File: config.mk
export PLATFORM = sky130hd
export DESIGN_NAME = element_assembler_flat
export DESIGN_NICKNAME = d
export VERILOG_FILES = /design/src/rtl/element_assembler_pkg.sv /design/src/rtl/element_assembler_if.sv /design/src/rtl/element_assembler_idle_timeout_counter.sv /design/src/rtl/element_assembler.sv /design/src/flat_wrapper.sv
export SDC_FILE = /design/constraint.sdc
export NUM_CORES = 1
export LEC_CHECK = 0
export CORE_MARGIN = 2
export CORE_UTILIZATION = 53
export DETAILED_ROUTE_END_ITERATION = 10
export PLACE_DENSITY = 0.78
export SLEW_MARGIN = 30
export SYNTH_ARGS = -nofsm -noshare
export SYNTH_HDL_FRONTEND = slang
export SYNTH_HIERARCHICAL = 1
export SYNTH_SLANG_ARGS = --single-unit
File: constraint.sdc
create_clock -name clk -period 2.8 [get_ports clk]
set_input_delay 0.84 -clock clk [delete_from_list [all_inputs] [get_ports clk]]
set_output_delay 0.84 -clock clk [all_outputs]
set_load 0.01 [all_outputs]
File: src/rtl/element_assembler_pkg.sv
// Shared definitions for the byte-to-element packer and its consumers.
// Latency: n/a (types and constants only).
// Backpressure: n/a.
//
// Contents: byte width, FSM state encoding (shared with element_controller),
// and the element bit-width helper.
package element_assembler_pkg;

    localparam int BYTE_WIDTH = 8;

    // Encoding is visible on the state output port, so values are fixed.
    typedef enum logic [1:0] {
        ST_IDLE    = 2'd0,
        ST_COLLECT = 2'd1,
        ST_EMIT    = 2'd2
    } state_t;

    // Element width in bits; element_controller uses the same expression.
    function automatic int elem_bits(input int element_width);
        return element_width * BYTE_WIDTH;
    endfunction

endpackage

File: src/rtl/element_assembler_if.sv
// Bundle of the receive byte stream and the packed-element result signals.
// Latency: n/a (wiring only).
// Backpressure: none; the byte stream is strobe-only and cannot be stalled.
//
// master: byte source (drives rx_data/rx_valid/flush, observes results).
// slave : element_assembler (consumes bytes, drives element and status).
interface element_assembler_if #(
    parameter int ELEMENT_WIDTH = 3,
    parameter int COUNT_WIDTH   = 16
);
    import element_assembler_pkg::*;

    logic [BYTE_WIDTH-1:0]               rx_data;
    logic                                rx_valid;
    logic                                flush;
    logic [ELEMENT_WIDTH*BYTE_WIDTH-1:0] element;
    logic                                element_ready;
    logic [1:0]                          state;
    logic [COUNT_WIDTH-1:0]              element_count;
    logic                                timeout_error;

    modport master (
        output rx_data, rx_valid, flush,
        input  element, element_ready, state, element_count, timeout_error
    );

    modport slave (
        input  rx_data, rx_valid, flush,
        output element, element_ready, state, element_count, timeout_error
    );

endinterface

File: src/rtl/element_assembler_idle_timeout_counter.sv
// Counts idle cycles inside a partial element and flags expiry.
// Latency: o_expired is combinational on the cycle the count sits at TIMEOUT_CYCLES-1.
// Backpressure: none.
//
// Ports: clk, reset (async active-low), i_clear (zero the count, highest
// priority), i_enable (count this cycle), o_expired (timeout reached now).
module idle_timeout_counter #(
    parameter int TIMEOUT_CYCLES = 100000
) (
    input  logic clk,
    input  logic reset,
    input  logic i_clear,
    input  logic i_enable,
    output logic o_expired
);

    localparam int CNT_W = $clog2(TIMEOUT_CYCLES);
    localparam logic [CNT_W-1:0] LAST = CNT_W'(TIMEOUT_CYCLES - 1);

    logic [CNT_W-1:0] r_count;
    logic             w_at_last;

    assign w_at_last = (r_count == LAST);
    // The Nth consecutive idle cycle is the one that expires.
    assign o_expired = i_enable & ~i_clear & w_at_last;

    always_ff @(posedge clk or negedge reset) begin
        if (!reset) begin
            r_count <= '0;
        end else if (i_clear) begin
            r_count <= '0;
        end else if (i_enable) begin
            // Wrap to zero on expiry so a stale count never leaks into the
            // next partial element.
            r_count <= w_at_last ? '0 : r_count + 1'b1;
        end
    end

endmodule

File: src/rtl/element_assembler.sv
// Packs ELEMENT_WIDTH consecutive received bytes (MSB first) into one element.
// Latency: element_ready pulses 1 cycle after the rx_valid of the last byte.
// Backpressure: none; every byte is accepted, including during the EMIT cycle.
//
// Ports: clk, reset (async active-low), bus (slave modport): rx_data/rx_valid
// byte strobe in, flush in, element/element_ready/state/element_count/
// timeout_error out.
module element_assembler
    import element_assembler_pkg::*;
#(
    parameter int ELEMENT_WIDTH  = 3,
    parameter int TIMEOUT_CYCLES = 100000,
    parameter int COUNT_WIDTH    = 16
) (
    input  logic                clk,
    input  logic                reset,
    element_assembler_if.slave  bus
);

    localparam int ELEM_BITS = elem_bits(ELEMENT_WIDTH);
    localparam int IDX_W     = (ELEMENT_WIDTH > 1) ? $clog2(ELEMENT_WIDTH) : 1;
    localparam logic [IDX_W-1:0] LAST_IDX = IDX_W'(ELEMENT_WIDTH - 1);

    state_t                 r_state, w_state_nxt;
    logic [IDX_W-1:0]       r_index, w_index_nxt;
    logic [ELEM_BITS-1:0]   r_shift, w_shift_nxt;
    logic [ELEM_BITS-1:0]   r_element;
    logic [COUNT_WIDTH-1:0] r_count;
    logic                   r_timeout_error;

    logic [ELEM_BITS-1:0]   w_word;
    logic                   w_capture;
    logic                   w_complete;
    logic                   w_tmo_enable;
    logic                   w_tmo_clear;
    logic                   w_tmo_expired;

    // flush beats rx_valid, so a byte arriving with flush is never captured.
    assign w_capture  = bus.rx_valid & ~bus.flush;
    assign w_complete = w_capture & (r_index == LAST_IDX);

    // Shift-in form also covers ELEMENT_WIDTH=1 (the shift pushes everything out).
    assign w_word = (r_shift << BYTE_WIDTH) | ELEM_BITS'(bus.rx_data);

    // The idle counter only runs while a partial element is waiting; any byte
    // or flush restarts it, which also makes a byte win over a same-cycle timeout.
    assign w_tmo_enable = (r_state == ST_COLLECT) & ~bus.rx_valid & ~bus.flush;
    assign w_tmo_clear  = (r_state != ST_COLLECT) | bus.rx_valid | bus.flush;

    idle_timeout_counter #(
        .TIMEOUT_CYCLES (TIMEOUT_CYCLES)
    ) u_idle_timeout_counter (
        .clk       (clk),
        .reset     (reset),
        .i_clear   (w_tmo_clear),
        .i_enable  (w_tmo_enable),
        .o_expired (w_tmo_expired)
    );

    // FSM state register together with the packing index and shift register.
    always_ff @(posedge clk or negedge reset) begin
        if (!reset) begin
            r_state <= ST_IDLE;
            r_index <= '0;
            r_shift <= '0;
        end else begin
            r_state <= w_state_nxt;
            r_index <= w_index_nxt;
            r_shift <= w_shift_nxt;
        end
    end

    // Next-state logic. Bytes are accepted in every state, so a byte arriving
    // during EMIT simply starts the next element.
    always_comb begin
        w_state_nxt = r_state;
        w_index_nxt = r_index;
        w_shift_nxt = r_shift;

        if (bus.flush) begin
            w_state_nxt = ST_IDLE;
            w_index_nxt = '0;
            w_shift_nxt = '0;
        end else if (bus.rx_valid) begin
            if (w_complete) begin
                w_state_nxt = ST_EMIT;
                w_index_nxt = '0;
                w_shift_nxt = '0;
            end else begin
                w_state_nxt = ST_COLLECT;
                w_index_nxt = r_index + 1'b1;
                w_shift_nxt = w_word;
            end
        end else begin
            case (r_state)
                ST_EMIT: begin
                    w_state_nxt = ST_IDLE;
                end
                ST_COLLECT: begin
                    if (w_tmo_expired) begin
                        w_state_nxt = ST_IDLE;
                        w_index_nxt = '0;
                        w_shift_nxt = '0;
                    end
                end
                default: begin
                    w_state_nxt = ST_IDLE;
                end
            endcase
        end
    end

    // Result registers: element only moves on completion, so flush, timeout
    // and partial bytes leave the last good element visible downstream.
    always_ff @(posedge clk or negedge reset) begin
        if (!reset) begin
            r_element       <= '0;
            r_count         <= '0;
            r_timeout_error <= 1'b0;
        end else begin
            if (w_complete) begin
                r_element <= w_word;
                r_count   <= r_count + 1'b1;
            end
            if (bus.flush) begin
                r_timeout_error <= 1'b0;
            end else if (w_tmo_expired) begin
                r_timeout_error <= 1'b1;
            end
        end
    end

    // EMIT lasts exactly one cycle per completion, so it doubles as the strobe.
    assign bus.element       = r_element;
    assign bus.element_ready = (r_state == ST_EMIT);
    assign bus.state         = r_state;
    assign bus.element_count = r_count;
    assign bus.timeout_error = r_timeout_error;

endmodule
File: src/flat_wrapper.sv
// flat-port wrapper written by rule: the top's interface ports become plain ports
module element_assembler_flat import element_assembler_pkg::*;
#(
    parameter int ELEMENT_WIDTH  = 3,
    parameter int TIMEOUT_CYCLES = 100000,
    parameter int COUNT_WIDTH    = 16
)
  (clk, reset, bus_rx_data, bus_rx_valid, bus_flush, bus_element, bus_element_ready, bus_state, bus_element_count, bus_timeout_error);
  element_assembler_if #(.ELEMENT_WIDTH(ELEMENT_WIDTH), .COUNT_WIDTH(COUNT_WIDTH)) bus_i ();
  input  logic clk;
  input  logic reset;
  input wire logic [$bits(bus_i.rx_data)-1:0] bus_rx_data;
  input wire logic [$bits(bus_i.rx_valid)-1:0] bus_rx_valid;
  input wire logic [$bits(bus_i.flush)-1:0] bus_flush;
  output wire logic [$bits(bus_i.element)-1:0] bus_element;
  output wire logic [$bits(bus_i.element_ready)-1:0] bus_element_ready;
  output wire logic [$bits(bus_i.state)-1:0] bus_state;
  output wire logic [$bits(bus_i.element_count)-1:0] bus_element_count;
  output wire logic [$bits(bus_i.timeout_error)-1:0] bus_timeout_error;
  assign bus_i.rx_data = bus_rx_data;
  assign bus_i.rx_valid = bus_rx_valid;
  assign bus_i.flush = bus_flush;
  assign bus_element = bus_i.element;
  assign bus_element_ready = bus_i.element_ready;
  assign bus_state = bus_i.state;
  assign bus_element_count = bus_i.element_count;
  assign bus_timeout_error = bus_i.timeout_error;
  element_assembler #(.ELEMENT_WIDTH(ELEMENT_WIDTH), .TIMEOUT_CYCLES(TIMEOUT_CYCLES), .COUNT_WIDTH(COUNT_WIDTH)) u_core (.clk(clk), .reset(reset), .bus(bus_i));
endmodule
* Yosys cells after proc, flatten, opt, wreduce, memory -nomap -nowiden
Index checks and enable logic that the tools add are counted.
** Operators by class
- $add $sub $neg :: 3
- Multipliers :: 0
- Div/mod/pow operators :: 0
- Order comparisons :: 0
- Equal/unequal tests :: 6
- Shift-type cells :: 0
- Muxes and demuxes :: 19
- Bitwise operators :: 12
- Reduce and logical (&&, ||, !) cells :: 5
** Operator list (number)
- two-way mux 16 bit :: 5
- two-way mux 17 bit :: 3
- bitwise OR 24 x 8 -> 24 bit :: 1
- two-way mux 2 bit :: 9
- adder 17 x 1 -> 17 bit, second input constant :: 1
- equality test 17 bit, second input constant :: 1
- adder 16 x 1 -> 16 bit, second input constant :: 1
- bitwise AND 1 bit :: 6
- nonzero test 3 bit :: 2
- equality test 2 bit, second input constant :: 2
- != test 4 bit, second input constant :: 1
- nonzero test 2 bit :: 2
- inverter 1 bit :: 3
- adder 2 x 1 -> 2 bit, second input constant :: 1
- equality test 2 x 1 -> 1 bit, second input constant :: 1
- two-way mux 1 bit :: 2
- != test 2 x 1 -> 1 bit, second input constant :: 1
- bitwise OR 1 bit :: 2
- AND reduction 2 bit :: 1
** Word-level totals
- Bits in registers :: 78
- Latch bits :: 0
- RAM bits :: 0
- ROM bits :: 0
- Bits of input ports :: 12
- Logic and storage cells :: 52
- Memories kept :: 0

* Depth between registers and ports, before layout
Gate-level depths: netlist of the first run.
- Word-level depth :: 10
- Depth in mapped cells :: 9
- Depth with buffers taken out :: 7

* Hierarchy
Netlist of the first run, hierarchy kept.
** Modules (own cells, without submodules)
- element_assembler :: instances 1, cells each 167, area an instance 2428.6 µm², sequential area each 1526.5 µm²
- idle_timeout_counter :: instances 1, cells each 116, area an instance 1074.8 µm², sequential area each 425.4 µm²

* Worst setup path after synthesis of the first run
Ideal clock, no wire load.
- Path type :: input to register
- Start :: input bus_flush
- End :: register u_core.r_shift[6]
- Arrival :: 2.317 ns
- Required time :: 2.735 ns
- Slack :: 0.418 ns
- Stages on the path :: 8
- Buffers on the path :: 2
- Cells stage by stage :: nor2_1 -> nand3_1 -> buf_2 -> nand2b_1 -> nor2_1 -> a311oi_2 -> buf_2 -> a22o_1
** Between the ends
- Longest elaborated chain between the ends :: 6
** Ends and longest elaborated chain
- start, declared :: RTL line flat_wrapper.sv:14 : input wire logic [$bits(bus_i.flush)-1:0] bus_flush;
- bitwise OR 1 bit :: RTL line element_assembler.sv:48 : assign w_tmo_clear = (r_state != ST_COLLECT) | bus.rx_valid | bus.flush;
- named net u_core.w_tmo_clear :: RTL line element_assembler.sv:35 : logic w_tmo_clear;
- inverter 1 bit :: RTL line element_assembler_idle_timeout_counter.sv:25 : assign o_expired = i_enable & ~i_clear & w_at_last;
- bitwise AND 1 bit (2 in a row) :: RTL line element_assembler_idle_timeout_counter.sv:25
- named net u_core.w_tmo_expired :: RTL line element_assembler.sv:36 : logic w_tmo_expired;
- nonzero test 3 bit (no line)
- AND reduction 2 bit (no line)
- end signal, assigned :: RTL line element_assembler.sv:69 : r_shift <= w_shift_nxt;
- end, declared :: RTL line element_assembler.sv:26 : logic [ELEM_BITS-1:0] r_shift, w_shift_nxt;
The timed path passes the listed nets, and every way through them passes these cells.
A chain may end at the register's enable or synchronous reset.

* Final worst setup path of the first run
- Start :: input bus_flush
- End :: register u_core.r_shift[13]
The elaborated chain is that of the path after synthesis.

==> metrics.md, run 1 <==
| Metric | Value |
|---|---|
| Status | completed |
| CTS buffer count | 9 |
| Final ANT Viol Nets | 0 |
| Placed Cells | 421 |
| Hold slack | 0.463 ns |
| Placed Area | 4220 um2 |
| Design Area, Final | 4440 um2 |
| Main synth FF type | dfrtp_1 |
| Final hold violation count | 0 |
| F_max | 402 MHz |
| DRC | 0 |
| CTS H-tree lvls | 3 |
| Slew Limit Fails | 0 |
| Worst VDD drop | 414 uV |
| Compound-gate portion of the synthesized area | 10.6% |
| Layout Cells excl Fill | 437 |
| Initial DRC Count | 146 |
| Post-synth EDFFs | 0 |
| Final GP Congestion | 0.835 |
| Most frequent CP cell | nor2_1 |
| Xor-xnor portion of the synthesized cell area | 4.00% |
| RSZ-0062 raised after global routing | false |
| CP endpoint kind | flip-flop |
| Critical Path Sink | u_core/r_shift[13] |
| TritonRoute pass-1 iters | 4 |
| DRT Wirelength | 6940 um |
| Top cell type's share of synthesized area | 55.7% |
| Synth area leader | dfrtp_1 |
| Post-synthesis adder-cell area fraction | 0.714% |
| Layout cells sized above 1 | 20.3% |
| Worst Skew | 0.00854 ns |
| Number of vias per cell | 5.68 |
| CTS tree | built |
| HP Class | in2async |
| First-pass GRT wire length | 11800 um |
| Die width | 85.3 um |
| Register area share after synthesis | 55.7% |
| Yosys Warn Count | 6 |
| Max Cap Viol | 0 |
| Die Height | 85.3 um |
| Postcts setup bufs | 0 |
| CTS Hold Buffers Added | 0 |
| Req. time, crit path | 3.09 ns |
| Worst path arrival time | 2.78 ns |
| Leakage | 2.04 nW |
| Ant diodes | 0 |
| Pre-CTS setup slack | -0.0387 ns |
| Multi-input logic area | 1420 um2 |
| Yosys reg bits | 78 |
| Worst rel slew slack | 56.2% |
| Peak per-stage delay on the critical path | 0.62 ns |
| Slowest library cell on the worst path | a311oi_2 |
| Post-layout util | 69.6% |
| Tmin final | 2.49 ns |
| DR vias | 2482 |
| Standard-cell rows | 29 |
| Mapped Area | 3500 um2 |
| Grt ovf | 0 |
| Port bufs | 55 |
| Total core area | 6390 um2 |
| Routed wire per std cell | 15.9 um |
| Max Fanout on Critical Path | 12 |
| Die Area | 7280 um2 |
| Vias in the first global route | 2537 |
| Mux share of post-synthesis cell area | 8.36% |
| Syn Inst Count | 283 |
| Setup WS post-layout | 0.312 ns |
| Clock Tree Buf Depth | 2 |
| CTS root buf | clkbuf_8 |
| Syn_nets | 297 |
| FFs w/ async S/R, synth | 100% |
| Initial Utilization | 54.9% |
| Post_cts resized | 0 |
| Largest net degree at the start of global routing | 45 |
| Reg2reg start | u_core/u_idle_timeout_counter/r_count[0] |
| Distinct cells, synth | 50 |
| HPWL after DPL | 4850 um |
| CP startpoint | bus_flush |
| Final period utilization | 88.9% |
| Filler cells | 476 |
| Startpoint types | input port |
| Reg-to-reg endpoint | u_core/r_shift[13] |
| Post-synthesis simple-gate area fraction | 16.8% |
| Worst-Skew Late Latency | 0.35 ns |
| Cells on worst reg2reg path | 7 |
| Area Overhead vs Synth | 26.8% |
| CP Cell Sequence | clkdlybuf4s50_1 > nor2_1 > nand3_1 > inv_1 > nand2b_1 > nor2_1 > a311oi_2 > buf_12 > a22o_1 |
| Antenna violations before repair | 0 |
| Clock transition at path regs | 0.08 ns |
| Top cells by area, synth | dfrtp_1, mux2_2, a22o_1, xor2_1, nor2_1 |
| Total number of clock tree sinks | 78 |
| R2r setup slk | 0.55 ns |
| Count of final setup violators | 0 |
| Worst-Margin Slew | 0.657 ns |
| Total GRT Usage | 20.6% |
| IO Pins | 56 |
| FF+latch area | 1950 um2 |
| CP Class | in2reg |
| Nets@finish | 369 |
| Power density cells | 566 nW/um2 |
| Avg Inst Size Synth | 12.4 um2 |
| Largest family of logic cells by synthesized area | simple AND/OR/NAND/NOR gates |
cell usage after synthesis (all sizes together), types with 4 or more instances:
master  instances
and4            4
or3             4
a31oi           6
clkbuf          4
nand2b          5
and3            7
nor3            4
a22o           16
xnor2           7
nand4          10
o21ai           5
nand3          14
dfrtp          78
mux2           26
a211o           5
inv             9
xor2            9
nor2           17
buf             8
nand2          14
layout by cell type (no fill, tap or decap), types with 3 or more instances in the layout:
master | netlist | layout
dfrtp_1 | 78 | 78
clkdlybuf4s50_1 | 0 | 54
mux2_2 | 26 | 26
nor2_1 | 17 | 17
buf_4 | 1 | 16
a22o_1 | 16 | 16
nand2_1 | 14 | 14
nand3_1 | 12 | 12
clkbuf_8 | 3 | 10
inv_1 | 9 | 9
xor2_1 | 9 | 9
nand4_1 | 8 | 8
and3_1 | 7 | 7
xnor2_1 | 7 | 7
a31oi_1 | 6 | 6
nand2b_1 | 5 | 5
a211o_1 | 5 | 5
and4_1 | 4 | 4
o21ai_0 | 4 | 4
or3_1 | 4 | 4
and2_1 | 3 | 3
buf_12 | 0 | 3
report_power, final:
part	switching, W	total, W	internal (W)
Clock	0.000408	0.000936	0.000528
Sequential	0.0000555	0.00126	0.00120
Combinational	0.000127	0.000323	0.000196
critical path: cells and delay by family:
family | cells | cell delay (ns)
buffers and inverters | 3 | 0.80
AO/OA/AOI/OAI | 2 | 0.74
AND/OR/NAND/NOR | 4 | 0.39
per-layer routing:
layer / part of all wire (%) / wire, um / up-vias / GRT usage (%)
li1: - / - / 1179 / -
met1: 44 / 3040 / 1230 / 26.9
met2: 49 / 3370 / 65 / 32.7
met3: 6.6 / 457 / 8 / 6.81
met4: 1.1 / 75 / 0 / 6.64
met5: 0 / 0 / - / 0
sequential cells by signal (all words and copies together), names as in the netlist:
| register | cells |
|---|---|
| u_core/r_shift | 16 |
| u_core/bus.element | 24 |
| u_core/u_idle_timeout_counter/r_count | 17 |
| u_core/bus.state | 2 |
| u_core/bus.timeout_error | 1 |
| u_core/r_index | 2 |
| u_core/bus.element_count | 16 |
area by class of cell:
| type | instances | area share (%) |
|---|---|---|
| sequential | 78 | 43.9 |
| multi-input combinational | 184 | 31.9 |
| timing repair buffer | 73 | 16.2 |
| clock buffer | 11 | 3.18 |
| tap | 77 | 2.17 |
| clock inverter | 5 | 1.83 |
| inverter | 9 | 0.760 |
kinds of logic (layout without fill, tap and decap cells):
kind of cell | after synthesis | in the layout
multiplexers | 26 | 26
XOR/XNOR | 16 | 16
AO/OA/AOI/OAI | 46 | 46
adder cells (fa/ha/maj) | 2 | 2
AND/OR/NAND/NOR | 94 | 94
flip-flops | 78 | 78
buffers and inverters | 21 | 98
through the flow:
stage | total power, W | setup TNS (ns)
final | 0.00252 | 0
after global routing | 0.00264 | 0
after CTS | 0.00255 | 0
after detailed placement | 0.00161 | -0.409
after global placement | 0.00160 | 0
after floorplan | 0.00140 | 0
worst min-delay path by stage:
stage,end,cells past startpoint,slack (ns)
detailed placement,u_core/bus.element_count[15],1,0.46
global route,u_core/bus.element_count[15],1,0.48
global placement,u_core/bus.element_count[15],1,0.46
finish,u_core/u_idle_timeout_counter/r_count[6],1,0.46
floorplan,u_core/r_shift[10],1,0.46
CTS,u_core/bus.element_count[15],1,0.47
Power figures use the tool's default switching activity.
==> inputs of run 2 (changes only) <==
--- a/config.mk
+++ b/config.mk
@@ -14,3 +14,4 @@
 export SYNTH_HDL_FRONTEND = slang
 export SYNTH_HIERARCHICAL = 1
 export SYNTH_SLANG_ARGS = --single-unit
+export TNS_END_PERCENT = 5
==> results of run 2 <==
Final layout, timing and power as in run 1 (identical DEF).
